[config.mk]
export PLATFORM = sky130hd
export DESIGN_NAME = uart_rx_fifo
export DESIGN_NICKNAME = d
export VERILOG_FILES = /design/src/rtl/uart_rx_fifo.sv
export SDC_FILE = /design/constraint.sdc
export NUM_CORES = 1
export LEC_CHECK = 0
export ABC_CLOCK_PERIOD_IN_PS = 3200
export CAP_MARGIN = 20
export CORE_MARGIN = 2
export CORE_UTILIZATION = 36
export CTS_BUF_LIST = sky130_fd_sc_hd__clkbuf_4 sky130_fd_sc_hd__clkbuf_8
export CTS_CLUSTER_SIZE = 8
export DETAILED_ROUTE_END_ITERATION = 12
export PLACE_DENSITY = 0.52
export SLEW_MARGIN = 20
export SYNTH_ARGS = -nofsm -noshare
export SYNTH_HDL_FRONTEND = slang
export SYNTH_SLANG_ARGS = --single-unit
export TNS_END_PERCENT = 1
[constraint.sdc]
create_clock -name clk -period 3.2 [get_ports clk]
set_input_delay 0.64 -clock clk [delete_from_list [all_inputs] [get_ports clk]]
set_output_delay 0.64 -clock clk [all_outputs]
set_load 0.005 [all_outputs]
[src/rtl/uart_rx_fifo.sv]
// Receive-side byte FIFO between async_receiver and serial_ctrl, first-word-fall-through.
// Define UART_RX_FIFO_DROPCNT_EN to add the saturating dropped-byte counter dropCnt_o.
module uart_rx_fifo #(
  parameter int DEPTH_LOG2    = 4,
  parameter int INT_THRESHOLD = 1
) (
  input  logic                  clk,
  input  logic                  rst,
  input  logic                  rxdReady_i,
  input  logic [7:0]            rxdData_i,
  input  logic                  pop_i,
  input  logic                  clearOvf_i,
  output logic [7:0]            data_o,
  output logic                  valid_o,
  output logic                  full_o,
  output logic [DEPTH_LOG2:0]   count_o,
  output logic                  overflow_o,
  output logic                  int_o
`ifdef UART_RX_FIFO_DROPCNT_EN
  , output logic [15:0]         dropCnt_o
`endif
);

  localparam int DEPTH = 1 << DEPTH_LOG2;
  localparam logic [DEPTH_LOG2:0] DEPTH_CNT  = (DEPTH_LOG2 + 1)'(DEPTH);
  localparam logic [DEPTH_LOG2:0] INT_THRESH = (DEPTH_LOG2 + 1)'(INT_THRESHOLD);

  logic [7:0]            mem [0:DEPTH-1];
  logic [DEPTH_LOG2-1:0] wr_ptr;
  logic [DEPTH_LOG2-1:0] rd_ptr;
  logic [DEPTH_LOG2:0]   count;
  logic                  overflow;
  logic                  is_full;
  logic                  pop_ok;
  logic                  push_ok;
  logic                  drop;

  // A full FIFO still accepts a push when a pop frees the head slot on the same edge.
  always_comb begin
    is_full = (count == DEPTH_CNT);
    pop_ok  = pop_i && (count != '0);
    push_ok = rxdReady_i && (!is_full || pop_ok);
    drop    = rxdReady_i && is_full && !pop_ok;
  end

  always_ff @(posedge clk) begin
    if (push_ok) begin
      mem[wr_ptr] <= rxdData_i;
    end
  end

  always_ff @(posedge clk or posedge rst) begin
    if (rst) begin
      wr_ptr <= '0;
      rd_ptr <= '0;
      count  <= '0;
    end else begin
      if (push_ok) begin
        wr_ptr <= wr_ptr + 1'b1;
      end
      if (pop_ok) begin
        rd_ptr <= rd_ptr + 1'b1;
      end
      case ({push_ok, pop_ok})
        2'b10:   count <= count + 1'b1;
        2'b01:   count <= count - 1'b1;
        default: count <= count;
      endcase
    end
  end

  // A drop on the same edge as a clear leaves the flag set.
  always_ff @(posedge clk or posedge rst) begin
    if (rst) begin
      overflow <= 1'b0;
    end else if (drop) begin
      overflow <= 1'b1;
    end else if (clearOvf_i) begin
      overflow <= 1'b0;
    end
  end

`ifdef UART_RX_FIFO_DROPCNT_EN
  logic [15:0] drop_cnt;

  always_ff @(posedge clk or posedge rst) begin
    if (rst) begin
      drop_cnt <= '0;
    end else if (drop) begin
      if (clearOvf_i) begin
        drop_cnt <= 16'd1;
      end else if (drop_cnt != 16'hFFFF) begin
        drop_cnt <= drop_cnt + 16'd1;
      end
    end else if (clearOvf_i) begin
      drop_cnt <= '0;
    end
  end

  assign dropCnt_o = drop_cnt;
`endif

  always_comb begin
    valid_o    = (count != '0);
    full_o     = is_full;
    count_o    = count;
    overflow_o = overflow;
    int_o      = (count >= INT_THRESH);
    data_o     = valid_o ? mem[rd_ptr] : 8'h00;
  end

endmodule

==> results of run 1 <==
[path summary, 6_finish.rpt]
check,slack [ns],to,start,depth (start not counted)
worst max register to register,0.70,mem[14][4]$_DFFE_PP_,count_o[0]$_DFFE_PP0P_,7
min in group asynchronous,0.56,count_o[4]$_DFFE_PP0P_,rst,2
max in group asynchronous,2.24,rd_ptr[0]$_DFFE_PP0P_,rst,2
worst max-delay path,0.07,data_o[0],rd_ptr[0]$_DFFE_PP0P_,6
worst min-delay path,0.54,overflow_o$_DFFE_PP0P_,overflow_o$_DFFE_PP0P_,2
worst min register to register,0.54,overflow_o$_DFFE_PP0P_,overflow_o$_DFFE_PP0P_,2
[report_power, final]
part | internal, mW | switching (mW) | leakage, nW
registers | 2.27 | 0.199 | 1.32
clock network | 0.701 | 0.680 | 0.197
logic | 1.05 | 0.907 | 0.814
total | 4.03 | 1.79 | 2.33
[per-stage QoR]
step / utilization / total power, mW / hold slack [ns] / TNS, ns / cell area [µm²]
finish: 0.436 / 5.81 / 0.537 / 0 / 6900
global route: 0.436 / 6.17 / 0.570 / -0.0815 / 6900
CTS: 0.436 / 5.91 / 0.546 / -0.0714 / 6910
detailed placement: 0.410 / 4.50 / 0.534 / 0 / 6490
global placement: 0.410 / 4.49 / 0.526 / 0 / 6490
floorplan: - / 3.70 / 0.512 / 0 / 5810
[flip-flops by register name (all words and copies together), names as in the netlist]
name        count
mem           128
count_o         5
rd_ptr          4
wr_ptr          4
overflow_o      1
[final cells by class]
| cell class | count | area [µm²] |
|---|---|---|
| clock buffer | 18 | 241 |
| fill | 1400 | 8930 |
| sequential | 142 | 4200 |
| multi-input combinational | 141 | 1510 |
| clock inverter | 14 | 141 |
| tap | 216 | 270 |
| timing repair buffer | 53 | 508 |
| inverter | 7 | 26.3 |
[routing by layer]
layer	vias to the layer above	part of all wire	global-route usage
li1	1327	-	-
met1	1519	0.46	0.194
met2	50	0.50	0.253
met3	7	0.037	0.0455
met4	0	0.0097	0.0457
met5	-	0	0
[placed cells by master (no fill, tap or decap), drive strengths merged, types with 2 or more instances in the layout]
cell / synthesis / routed
bufinv: 0 / 2
edfxtp: 128 / 128
nand4: 3 / 3
clkbuf: 9 / 23
clkdlybuf4s50: 0 / 22
inv: 7 / 10
mux2: 9 / 9
clkdlybuf4s15: 0 / 2
nand2: 8 / 8
o21ai: 11 / 11
clkinv: 0 / 8
a21oi: 8 / 8
dfrtp: 14 / 14
xnor2: 7 / 7
nor2: 16 / 16
nor3: 5 / 5
xor2: 3 / 3
ha: 9 / 9
nand3: 3 / 3
nand2b: 4 / 4
buf: 10 / 23
mux4: 32 / 32
mux2i: 9 / 9
[critical path, stage by stage (launching register included)]
cell             delay, ns
dfrtp_2               0.41
buf_4                 0.18
mux4_2                0.50
mux2_2                0.28
o21ai_1               0.13
a21oi_1               0.07
clkdlybuf4s50_1       0.49
[cells by family (layout without fill, tap and decap cells)]
family | Yosys count | in the layout | synth area share
flip-flops | 142 | 142 | 0.722
multiplexers | 50 | 50 | 0.157
AND/OR/NAND/NOR | 46 | 46 | 0.0400
AO/OA/AOI/OAI | 26 | 26 | 0.0271
buffers and inverters | 26 | 92 | 0.0198
XOR/XNOR | 10 | 10 | 0.0151
adder cells (fa/ha/maj) | 9 | 9 | 0.0194
[timing repair]
item | in CTS | in global routing
hold buffers | 0 | 0
setup buffers | 0 | 1
endpoints found under the setup margin | 9 | 6
cloned | 1 | 0
gates resized for setup | 10 | 16
==> impl_results.md, run 1 <==
* Core Box Area at approximately 16,000 µm²
* Layout Nets at 384
* Tmin final at between 3 and 4 ns
* # rows at 46
* H-tree levels at 4
* PwrDens at ~840 nW/µm²
* WS Path Type: register to primary output
* Most used DFF post-synth: edfxtp_1
* Hold WC Path Type: register to register
* Synth Cell Area at ~5800 µm²
* Synth cell count leaders: edfxtp_1 (128), mux4_2 (32), nor2_1 (16)
* Crit Path Max Fanout at 6
* Yosys reg bits at approximately 140
* Initial antenna violation count at 0
* PortBufs at 29
* Routed Antenna Nets at 0
* TritonCTS Buffers at 17
* Final Hold Vio Count at 0
* Max-slew violation count at 0
* RSZ-0062 raised after global routing: true
* Grt ovf at 0
* First-pass GRT wire length at roughly 18,000 µm
* Clock transition at path regs at ~0.070 ns
* Synth area leaders: edfxtp_1 (66%), mux4_2 (12%), dfrtp_1 (6.0%)
* Via count at about 2,900
* N_diodes at 0
* Post-synth cell types at 36
* Crit end category: primary output
* Setup violators final at 0
* Leak at between 2 and 2.5 nW
* Worst setup margin at about 0.07 ns
* Avg Inst Size Synth at roughly 19 µm²
* Synthesized Nets at approximately 330
* Vias/cell at 4.91
* Crit start category: register
* GRT Total Usage at 0.152
* Layout cells sized above 1 at 0.283
* Top-count cell post-synth: edfxtp_1
* Clock Tree Buf Depth at 2
* RePlAce Congestion at about 0.75
* Post-synth EDFFs at roughly 130
* Vias in the first global route at approximately 3,100
* CTS tree: yes
* Starting Density at 0.367
* Total of max-cap violations at 0
* Largest area contributor in the netlist: edfxtp_1
* Worst-Margin Slew at ~0.6 ns
* Yosys top cell area share at 0.661
* Die area at between 15,000 and 20,000 µm²
* DR pass1 iterations at 4
* VDD IR max at approximately 0.45 mV
* Initial DRC Count at 139
* Critical Path AT at 2.49 ns
* Period utilization at 0.978
* Sequential-to-total area share from yosys stat at 0.722
* Max-slew headroom at 0.591
* Number of I/O pins at 30
* Fin Clk Skew at approximately 0.017 ns
* Die width at ~130 µm
* Post-DP HPWL at roughly 7300 µm
* Ys Warns at 0
* Status: finished clean
* Largest net degree at the start of global routing at 28
* Clock Sink Count at ~140
* Syn Inst Count at approximately 310
* Die height at about 130 µm
* Max Fclk at ~0.32 GHz
* Average wire per standard cell at approximately 20 µm
* Drt drc at 0
* Inst Count DP at roughly 560
* WP data required at roughly 2.6 ns
* Layout area overhead at 18.7%
* Final Non-Filler Cells at about 600
* Pre-CTS setup slack at about 0.35 ns
* Latest clock arrival within the worst-skew pair at 0.44 ns
* Async S/R FF share, synth at 0.0986
* WL final at 11,800 µm
* Root Driver: clkbuf_8
Power figures use the tool's default switching activity.
==> run 2: changes to the inputs <==
--- a/config.mk
+++ b/config.mk
@@ -12,6 +12,7 @@
 export CTS_BUF_LIST = sky130_fd_sc_hd__clkbuf_4 sky130_fd_sc_hd__clkbuf_8
 export CTS_CLUSTER_SIZE = 8
 export DETAILED_ROUTE_END_ITERATION = 12
+export HOLD_SLACK_MARGIN = 0.05
 export PLACE_DENSITY = 0.52
 export SLEW_MARGIN = 20
 export SYNTH_ARGS = -nofsm -noshare
==> results of run 2 <==
Same layout as run 1: the final DEF is identical, and so are final timing and power.
